--- src/rtl/pipe_hazard_ctrl_pkg.sv ---
// Shared pipeline definitions: controller state encoding and counter widths.
package pipe_hazard_ctrl_pkg;

    localparam int REG_W       = 5;
    localparam int DIV_CNT_W   = 8;
    localparam int STALL_CNT_W = 16;
    localparam int FLUSH_CNT_W = 8;

    typedef enum logic {
        RUN     = 1'b0,
        MC_BUSY = 1'b1
    } state_t;

    // A load in EX feeding a source of the ID instruction; R0 never carries a dependency.
    function automatic logic is_load_use(input logic             mem_read,
                                         input logic [REG_W-1:0] rd,
                                         input logic [REG_W-1:0] rs,
                                         input logic [REG_W-1:0] rt);
        return mem_read && (rd != '0) && ((rd == rs) || (rd == rt));
    endfunction

endpackage

--- src/rtl/pipe_hazard_ctrl_if.sv ---
// Signal bundle between the pipeline datapath (master) and the hazard controller (slave).
//
// Timing contract: there is no valid/ready pairing here. The datapath presents
// ex_mem_read/ex_rd/id_rs/id_rt/branch_taken/div_start every cycle; the controller
// answers combinationally in the same cycle with load enables and clears, and the
// datapath applies them at the next rising clock edge. A clear beats its load.
// dbg_state mirrors the controller FSM for checkers.
interface pipe_hazard_ctrl_if;
    import pipe_hazard_ctrl_pkg::*;

    logic                   ex_mem_read;
    logic [REG_W-1:0]       ex_rd;
    logic [REG_W-1:0]       id_rs;
    logic [REG_W-1:0]       id_rt;
    logic                   branch_taken;
    logic                   div_start;

    logic                   pc_load;
    logic                   ifid_load;
    logic                   idex_load;
    logic                   exmem_load;
    logic                   ifid_clear;
    logic                   idex_clear;
    logic                   exmem_clear;
    logic                   busy;
    logic [STALL_CNT_W-1:0] stall_cycles;
    logic [FLUSH_CNT_W-1:0] flush_events;
    state_t                 dbg_state;

    modport master (
        output ex_mem_read, ex_rd, id_rs, id_rt, branch_taken, div_start,
        input  pc_load, ifid_load, idex_load, exmem_load,
        input  ifid_clear, idex_clear, exmem_clear,
        input  busy, stall_cycles, flush_events, dbg_state
    );

    modport slave (
        input  ex_mem_read, ex_rd, id_rs, id_rt, branch_taken, div_start,
        output pc_load, ifid_load, idex_load, exmem_load,
        output ifid_clear, idex_clear, exmem_clear,
        output busy, stall_cycles, flush_events, dbg_state
    );

endinterface

--- src/rtl/sat_counter16.sv ---
// 16-bit event counter that sticks at all-ones instead of wrapping.
module sat_counter16
    import pipe_hazard_ctrl_pkg::*;
(
    input  logic                   clock,
    input  logic                   reset_n,
    input  logic                   inc,
    output logic [STALL_CNT_W-1:0] count
);

    logic [STALL_CNT_W-1:0] r_count;

    // Count qualifying cycles, holding once the maximum is reached.
    always_ff @(posedge clock or negedge reset_n) begin
        if (!reset_n) begin
            r_count <= '0;
        end else if (inc && (r_count != '1)) begin
            r_count <= r_count + 16'd1;
        end
    end

    assign count = r_count;

endmodule

--- src/rtl/pipe_hazard_ctrl.sv ---
// Pipeline hazard controller: load-use stalls, branch flushes and a
// multi-cycle divide stall, with stall/flush statistics counters.
module pipe_hazard_ctrl
    import pipe_hazard_ctrl_pkg::*;
#(
    parameter int DIV_LAT = 8
)
(
    input  logic               clock,
    input  logic               reset_n,
    pipe_hazard_ctrl_if.slave  hz
);

    // Counter value loaded on entry to MC_BUSY so that the stall lasts DIV_LAT-1 cycles.
    localparam logic [DIV_CNT_W-1:0] DIV_RELOAD = DIV_CNT_W'(DIV_LAT - 2);

    state_t                 r_state;
    state_t                 w_state_nxt;
    logic [DIV_CNT_W-1:0]   r_div_cnt;
    logic [DIV_CNT_W-1:0]   w_div_cnt_nxt;
    logic [FLUSH_CNT_W-1:0] r_flush_events;

    logic w_load_use;
    logic w_flush_inc;
    logic w_stall_inc;
    logic w_pc_load;
    logic w_ifid_load;
    logic w_idex_load;
    logic w_exmem_load;
    logic w_ifid_clear;
    logic w_idex_clear;
    logic w_exmem_clear;

    assign w_load_use = is_load_use(hz.ex_mem_read, hz.ex_rd, hz.id_rs, hz.id_rt);

    // State and divide counter registers; reset abandons any divide in flight.
    always_ff @(posedge clock or negedge reset_n) begin
        if (!reset_n) begin
            r_state   <= RUN;
            r_div_cnt <= '0;
        end else begin
            r_state   <= w_state_nxt;
            r_div_cnt <= w_div_cnt_nxt;
        end
    end

    // Next-state and output decode; hazards act in the cycle they are seen.
    always_comb begin
        w_state_nxt   = r_state;
        w_div_cnt_nxt = r_div_cnt;
        w_flush_inc   = 1'b0;
        w_pc_load     = 1'b1;
        w_ifid_load   = 1'b1;
        w_idex_load   = 1'b1;
        w_exmem_load  = 1'b1;
        w_ifid_clear  = 1'b0;
        w_idex_clear  = 1'b0;
        w_exmem_clear = 1'b0;

        if (!reset_n) begin
            // Freeze and scrub the whole pipeline while reset is held.
            w_pc_load     = 1'b0;
            w_ifid_load   = 1'b0;
            w_idex_load   = 1'b0;
            w_exmem_load  = 1'b0;
            w_ifid_clear  = 1'b1;
            w_idex_clear  = 1'b1;
            w_exmem_clear = 1'b1;
        end else begin
            case (r_state)
                RUN: begin
                    if (hz.div_start) begin
                        // The divide itself advances normally; the stall starts next cycle.
                        w_state_nxt   = MC_BUSY;
                        w_div_cnt_nxt = DIV_RELOAD;
                    end else if (hz.branch_taken) begin
                        w_ifid_clear = 1'b1;
                        w_idex_clear = 1'b1;
                        w_flush_inc  = 1'b1;
                    end else if (w_load_use) begin
                        // Hold PC and IF/ID, inject a bubble into ID/EX.
                        w_pc_load    = 1'b0;
                        w_ifid_load  = 1'b0;
                        w_idex_clear = 1'b1;
                    end
                end
                MC_BUSY: begin
                    w_pc_load     = 1'b0;
                    w_ifid_load   = 1'b0;
                    w_idex_load   = 1'b0;
                    w_exmem_load  = 1'b0;
                    w_exmem_clear = 1'b1;
                    if (r_div_cnt == '0) begin
                        w_state_nxt = RUN;
                    end else begin
                        w_div_cnt_nxt = r_div_cnt - 8'd1;
                    end
                end
                default: begin
                    w_state_nxt = RUN;
                end
            endcase
        end
    end

    // Branch flush counter, wrapping naturally at 8 bits.
    always_ff @(posedge clock or negedge reset_n) begin
        if (!reset_n) begin
            r_flush_events <= '0;
        end else if (w_flush_inc) begin
            r_flush_events <= r_flush_events + 8'd1;
        end
    end

    assign w_stall_inc = reset_n & ~w_pc_load;

    sat_counter16 u_stall_cnt (
        .clock   (clock),
        .reset_n (reset_n),
        .inc     (w_stall_inc),
        .count   (hz.stall_cycles)
    );

    assign hz.pc_load      = w_pc_load;
    assign hz.ifid_load    = w_ifid_load;
    assign hz.idex_load    = w_idex_load;
    assign hz.exmem_load   = w_exmem_load;
    assign hz.ifid_clear   = w_ifid_clear;
    assign hz.idex_clear   = w_idex_clear;
    assign hz.exmem_clear  = w_exmem_clear;
    assign hz.busy         = (r_state == MC_BUSY);
    assign hz.flush_events = r_flush_events;
    assign hz.dbg_state    = r_state;

endmodule

--- src/flat_wrapper.sv ---
// flat-port wrapper written by rule: the top's interface ports become plain ports
module pipe_hazard_ctrl_flat import pipe_hazard_ctrl_pkg::*;
#(
    parameter int DIV_LAT = 8
)
  (clock, reset_n, hz_ex_mem_read, hz_ex_rd, hz_id_rs, hz_id_rt, hz_branch_taken, hz_div_start, hz_pc_load, hz_ifid_load, hz_idex_load, hz_exmem_load, hz_ifid_clear, hz_idex_clear, hz_exmem_clear, hz_busy, hz_stall_cycles, hz_flush_events, hz_dbg_state);
  pipe_hazard_ctrl_if hz_i ();
  input  logic clock;
  input  logic reset_n;
  input wire logic [$bits(hz_i.ex_mem_read)-1:0] hz_ex_mem_read;
  input wire logic [$bits(hz_i.ex_rd)-1:0] hz_ex_rd;
  input wire logic [$bits(hz_i.id_rs)-1:0] hz_id_rs;
  input wire logic [$bits(hz_i.id_rt)-1:0] hz_id_rt;
  input wire logic [$bits(hz_i.branch_taken)-1:0] hz_branch_taken;
  input wire logic [$bits(hz_i.div_start)-1:0] hz_div_start;
  output wire logic [$bits(hz_i.pc_load)-1:0] hz_pc_load;
  output wire logic [$bits(hz_i.ifid_load)-1:0] hz_ifid_load;
  output wire logic [$bits(hz_i.idex_load)-1:0] hz_idex_load;
  output wire logic [$bits(hz_i.exmem_load)-1:0] hz_exmem_load;
  output wire logic [$bits(hz_i.ifid_clear)-1:0] hz_ifid_clear;
  output wire logic [$bits(hz_i.idex_clear)-1:0] hz_idex_clear;
  output wire logic [$bits(hz_i.exmem_clear)-1:0] hz_exmem_clear;
  output wire logic [$bits(hz_i.busy)-1:0] hz_busy;
  output wire logic [$bits(hz_i.stall_cycles)-1:0] hz_stall_cycles;
  output wire logic [$bits(hz_i.flush_events)-1:0] hz_flush_events;
  output wire logic [$bits(hz_i.dbg_state)-1:0] hz_dbg_state;
  assign hz_i.ex_mem_read = hz_ex_mem_read;
  assign hz_i.ex_rd = hz_ex_rd;
  assign hz_i.id_rs = hz_id_rs;
  assign hz_i.id_rt = hz_id_rt;
  assign hz_i.branch_taken = hz_branch_taken;
  assign hz_i.div_start = hz_div_start;
  assign hz_pc_load = hz_i.pc_load;
  assign hz_ifid_load = hz_i.ifid_load;
  assign hz_idex_load = hz_i.idex_load;
  assign hz_exmem_load = hz_i.exmem_load;
  assign hz_ifid_clear = hz_i.ifid_clear;
  assign hz_idex_clear = hz_i.idex_clear;
  assign hz_exmem_clear = hz_i.exmem_clear;
  assign hz_busy = hz_i.busy;
  assign hz_stall_cycles = hz_i.stall_cycles;
  assign hz_flush_events = hz_i.flush_events;
  assign hz_dbg_state = hz_i.dbg_state;
  pipe_hazard_ctrl #(.DIV_LAT(DIV_LAT)) u_core (.clock(clock), .reset_n(reset_n), .hz(hz_i));
endmodule
--- config.mk ---
export PLATFORM = sky130hd
export DESIGN_NAME = pipe_hazard_ctrl_flat
export DESIGN_NICKNAME = d
export VERILOG_FILES = /design/src/rtl/pipe_hazard_ctrl_pkg.sv /design/src/rtl/pipe_hazard_ctrl_if.sv /design/src/rtl/sat_counter16.sv /design/src/rtl/pipe_hazard_ctrl.sv /design/src/flat_wrapper.sv
export SDC_FILE = /design/constraint.sdc
export NUM_CORES = 1
export LEC_CHECK = 0
export CAP_MARGIN = 20
export CORE_AREA = 2 2 90 57
export DETAILED_ROUTE_END_ITERATION = 7
export DIE_AREA = 0 0 92 59
export GPL_ROUTABILITY_DRIVEN = 0
export PLACE_DENSITY = 0.74
export REMOVE_ABC_BUFFERS = 1
export SYNTH_ARGS = -nofsm -noshare
export SYNTH_HDL_FRONTEND = slang
export SYNTH_HIERARCHICAL = 1
export SYNTH_SLANG_ARGS = --single-unit
--- constraint.sdc ---
create_clock -name clock -period 1.55 [get_ports clock]
set_input_delay 0.31 -clock clock [delete_from_list [all_inputs] [get_ports clock]]
set_output_delay 0.31 -clock clock [all_outputs]
set_load 0.02 [all_outputs]
* Yosys cells after proc, flatten, opt, wreduce, memory -nomap -nowiden
Index checks and enable logic that the tools add are counted.
Widths: inputs -> output; s select.
** Storage, ports and cells
- Register bits after elaboration :: 33
- Input port bits :: 20
- Output and inout port bits :: 33
- Logic and storage cells :: 47
** Operators by class
- Add/sub/neg operators :: 3
- Equal/unequal tests :: 5
- Multiplexer cells :: 25
- Bitwise gates (word level) :: 3
- Reductions and logical operators :: 7
** Operators with widths (count)
- $mux 1 :: 20
- $add 16x1->16 const B :: 1
- $mux 8 :: 2
- $ne 16x16->1 const B :: 1
- $pmux 8 s2 :: 1
- $eq 5x5->1 :: 2
- $add 8x1->8 const B :: 1
- $logic_not 8->1 :: 1
- $sub 8x1->8 const B :: 1
- $reduce_bool 5->1 :: 1
- $ne 2x2->1 const B :: 2
- $pmux 1 s2 :: 2
- $logic_and 1x1->1 :: 3
- $reduce_and 3->1 :: 1
- $not 1->1 :: 2
- $and 1x1->1 :: 1
- $logic_or 1x1->1 :: 1

* Longest topological paths before layout
- Depth after elaboration :: 11
- Depth in mapped cells :: 8
- Gate-level depth less buffers :: 8

* Hierarchy
The synthesis kept the hierarchy.
** By module, submodules not included
- pipe_hazard_ctrl :: times used 1, cells each 106, area each 1064.8 um^2, seq. area each 425.4 um^2
- sat_counter16 :: times used 1, cells each 72, area each 859.6 um^2, seq. area each 400.4 um^2

* Worst setup path after synthesis
Ideal clock, no wire load.
- Kind :: input-to-reg
- Start :: input hz_ex_rd[1]
- End :: register u_core.u_stall_cnt.r_count[7], in the netlist u_core/u_stall_cnt/count[7]
- Library setup time :: 132 ps
- Arrival :: 2071 ps
- Data required time :: 1418 ps
- Slack :: -653 ps
- Stages on the path :: 8
- Path buffers :: 0
- Cell sequence :: or4_1 o21ai_0 or4_1 o21ai_0 and3_1 and4_2 a31oi_1 a31oi_1
** Between the ends
- Cells in the longest elaborated chain, start to end :: 11
- Elaborated cells on any way between the ends :: 14
- Classes of those cells :: eq/ne: 2; mux: 5; bitwise: 2; reduce/logical: 5
** RTL lines
- start, declared :: line flat_wrapper.sv:11 : input wire logic [$bits(hz_i.ex_rd)-1:0] hz_ex_rd;
- $eq 5x5->1 / $reduce_bool 5->1 (equally long branches) :: line pipe_hazard_ctrl_pkg.sv:19 : return mem_read && (rd != '0) && ((rd == rs) || (rd == rt));
- $logic_or 1x1->1 / $logic_and 1x1->1 (equally long branches) :: line pipe_hazard_ctrl_pkg.sv:19
- $logic_and 1x1->1 (*) :: line pipe_hazard_ctrl_pkg.sv:19
- $mux 1 (*) :: line pipe_hazard_ctrl.sv:80 : end else if (w_load_use) begin
- $mux 1 (*) :: line pipe_hazard_ctrl.sv:76 : end else if (hz.branch_taken) begin
- $mux 1 (*) :: line pipe_hazard_ctrl.sv:72 : if (hz.div_start) begin
- $pmux 1 s2 (*) :: line pipe_hazard_ctrl.sv:70 : case (r_state)
- $mux 1 (*) :: line pipe_hazard_ctrl.sv:60 : if (!reset_n) begin
- $not 1->1 (*) :: line pipe_hazard_ctrl.sv:115 : assign w_stall_inc = reset_n & ~w_pc_load;
- $and 1x1->1 (*) :: line pipe_hazard_ctrl.sv:115
- named net u_core.w_stall_inc :: line pipe_hazard_ctrl.sv:25 : logic w_stall_inc;
- $logic_and 1x1->1 (*) :: line sat_counter16.sv:17 : end else if (inc && (r_count != '1)) begin
- end signal, assigned :: line sat_counter16.sv:18 : r_count <= r_count + 16'd1;
- end, declared :: line sat_counter16.sv:11 : logic [STALL_CNT_W-1:0] r_count;
Mark *: on every way through the listed nets, which the timed path passes. The rest lies on a longest branch.
A chain may end at the register's enable or synchronous reset.

* Worst setup path after layout
- Start :: input hz_id_rs[1]
- End :: output hz_ifid_load
** Between the ends
- Cells in the longest elaborated chain, start to end :: 8
** RTL lines
- start, declared :: line flat_wrapper.sv:12 : input wire logic [$bits(hz_i.id_rs)-1:0] hz_id_rs;
- $eq 5x5->1 :: line pipe_hazard_ctrl_pkg.sv:19
- $logic_or 1x1->1 :: line pipe_hazard_ctrl_pkg.sv:19
- $logic_and 1x1->1 :: line pipe_hazard_ctrl_pkg.sv:19
- $mux 1 :: line pipe_hazard_ctrl.sv:80
- $mux 1 :: line pipe_hazard_ctrl.sv:76
- $mux 1 :: line pipe_hazard_ctrl.sv:72
- $pmux 1 s2 :: line pipe_hazard_ctrl.sv:70
- $mux 1 :: line pipe_hazard_ctrl.sv:60
- end, declared :: line flat_wrapper.sv:17 : output wire logic [$bits(hz_i.ifid_load)-1:0] hz_ifid_load;
Every way passes these cells.

==> key figures <==
Synthesis
  • Post-synthesis register bit count: 33
  • Syn_area_per_cell: 10.8 um^2
  • Register area share after synthesis: 0.429
  • Post-synth ARST share: 1.00
  • Cell area after synthesis: 1920 um^2
  • Prevailing post-synth register cell: dfrtp_1
  • Yosys cell types: 50
  • Post-synth EDFFs: 0
  • Syn Inst Count: 178
  • Synth Warn #: 6

STA
  • Layout Skew: 0.00350 ns
  • Final period util: 1.29
  • Slew Limit Fails: 0
  • Fin Hold WS: 0.121 ns
  • Unrepaired setup endpoints after global routing: yes
  • Slew margin rel.: 0.467
  • Tightest Pin Transition: 0.797 ns
  • Final min period: 1.99 ns
  • Max Fclk: 502 MHz
  • Setup TNS: -6.63 ns
  • Final hold vios: 0
  • Setup ws final: -0.443 ns
  • Setup violators final: 24

Layout
  • # nets final: 309
  • Most common cell after layout, fill and taps aside: buf_4
  • Layout area overhead: 68.7%
  • Fill count: 308
  • Commonest non-fill, non-tap cells in the layout: buf_4, dlygate4sd2_1, dfrtp_1, buf_6, xnor2_1
  • Area of the multi-input gates: 1310 um^2
  • Fin cells: 348
  • Register area: 826 um^2
  • Share of layout cells above drive strength 1: 0.446
  • Antenna Cells: 0

Detailed routing
  • Final antenna-violating net count: 0
  • DRC Markers: 0
  • DR WL/cell: 18.2 um
  • Drt first pass iters: 4
  • DR iter-0 viols: 115
  • Drt total wl: 6.32 mm
  • Total vias in the final route: 1885
  • DR vias/cell: 5.42

Clock tree
  • Clock latency on the worst-skew pair: 0.29 ns
  • Clock Tree Root: clkbuf_8
  • Clock-pin slew of the registers on the worst-case setup and hold paths: 0.07 ns
  • TritonCTS clock tree: done
  • Maximum buffer depth of the clock tree: 2
  • Total CTS buffers: 5
  • H-tree depth: 2
  • Clock sink count: 33

Global routing
  • Grt ovf: 0
  • Antenna violations before repair: 0
  • First-pass GRT wire length: 9.02 mm
  • Largest net degree at the start of global routing: 18
  • Vias in the first global route: 1754
  • GRT Overall Usage: 0.224

Worst setup path
  • R2R Setup Slk: -0.19 ns
  • WS Path Type: input port to output pin
  • Worst-case reg-to-reg path depth: 5
  • Critical path data arrival time: 1.68 ns
  • CP cell instances: dlygate4sd2_1 -> xor2_1 -> nor2_1 -> a22oi_2 -> o41a_1 -> buf_6
  • CP Depth: 6
  • CP delay by family, top: compound AO/OA/AOI/OAI gates
  • CP max-delay cell: o41a_1
  • Worst path required time: 1.24 ns
  • Startpoint Class: input port
  • Maximum fanout along the worst path: 3
  • Critical path buffers and inverters: 2
  • Max incr delay on CP: 0.38 ns
  • Critical Path End Type: output pin

Pwr
  • Clk network pwr share: 0.174
  • Gate power share: 0.486
  • Highest ir drop seen on vdd: 0.000903 V
  • Seq pwr share: 0.341
  • P per Cell Area: 1190 nW/um^2
  • Leakage power: 0.00154 uW
  • Switching pwr: 1480 uW
  • Internal power: 2370 uW
  • Switching part of the total: 0.384

Place
  • IO buf count: 52
  • Placed insts: 327
  • Place WS: -1.22 ns
  • Post-DP HPWL: 3.73 mm

Floorplan
  • DIE AREA: 5430 um^2
  • Core area: 4520 um^2
  • Initial core utilization: 0.426
  • FP Rows: 19
  • Die Span Y: 59 um
  • Boundary Pins: 53
  • Die width: 92 um

Run status
  • Status: finished, violations left
  • Failing checks: negative setup slack

Worst hold path
  • Hold Crit Class: input port to asynchronous set/reset pin

Flow run
  • Max-cap violation count: 0
## routing by layer
layer / wire (um) / track usage
met1: 2910 / 0.321
met2: 2980 / 0.329
met3: 310 / 0.0674
met4: 125 / 0.0704
met5: 0 / 0
## power groups by stage
stage	logic [uW]	registers [uW]	clock network, uW
floorplan	529	1450	0
global placement	1440	1290	0
detailed placement	1460	1300	0
CTS	1500	1290	679
global route	1990	1340	729
finish	1870	1310	669
## repair_timing
action                     4_1_cts  5_1_grt
gates resized for setup        137       59
hold endpoints to repair        17        0
setup endpoints to repair       62       35
pin swaps                       27       36
buffers inserted                 8        6
hold buffers                     1        0
## layout make-up
cell class,instances,share of cell area
Multi-Input combinational cell,137,0.402
Timing Repair Buffer,104,0.288
Sequential cell,33,0.254
Clock buffer,7,0.0266
Tap cell,63,0.0243
Inverter,4,0.00462
## through the flow
step | instance area, um^2 | total power (uW) | utilization
4_1_cts | 2980 | 3470 | 0.660
3_5_place_dp | 2780 | 2760 | 0.615
2_1_floorplan | 1900 | 1980 | -
5_1_grt | 3250 | 4050 | 0.719
3_3_place_gp | 2780 | 2730 | 0.615
6_report | 3250 | 3850 | 0.719
## final timing paths
path | startpoint | to
min reg2reg | u_core/hz.flush_events[7] | u_core/hz.flush_events[7]
min | reset_n | u_core/u_stall_cnt/count[1]
max in group asynchronous | reset_n | u_core/r_div_cnt[5]
max | hz_id_rs[1] | hz_ifid_load
max reg2reg | u_core/r_div_cnt[0] | u_core/r_div_cnt[6]
min in group clock | u_core/hz.flush_events[7] | u_core/hz.flush_events[7]
## Yosys cell counts, types with 2 or more instances
cell type / n / area share
a21oi_1: 5 / 0.013
buf_4: 3 / 0.012
o21a_1: 6 / 0.023
nor2_1: 10 / 0.020
xnor2_1: 14 / 0.064
nor4_4: 3 / 0.033
ha_1: 4 / 0.026
o21ai_1: 2 / 0.0052
nand2b_1: 2 / 0.0065
o21bai_1: 2 / 0.0078
nand3_1: 5 / 0.013
inv_1: 4 / 0.0078
and3_1: 5 / 0.016
xor2_1: 13 / 0.059
or4_1: 3 / 0.012
nor3_1: 2 / 0.0052
a31oi_1: 4 / 0.013
o21ai_0: 5 / 0.013
nand2_1: 12 / 0.023
nand4_1: 11 / 0.036
and4bb_2: 2 / 0.013
dfrtp_1: 33 / 0.43
## kinds of logic after synthesis
group           synth area share
flops                      0.429
simple gates               0.258
buf+inv                   0.0221
compound gates             0.125
xor+xnor                   0.123
fa+ha+maj                 0.0260
mux                       0.0169
## state kept, by name, summed over array words and instances, names as in the netlist
register	cells
u_core/u_stall_cnt/count	16
u_core/r_div_cnt	8
u_core/hz.busy	1
u_core/hz.flush_events	8
## worst min-delay path: cells and delay by family
family / cells / cell delay (ns)
buf+inv: 3 / 0.45
(Power assumes the default switching activity.)
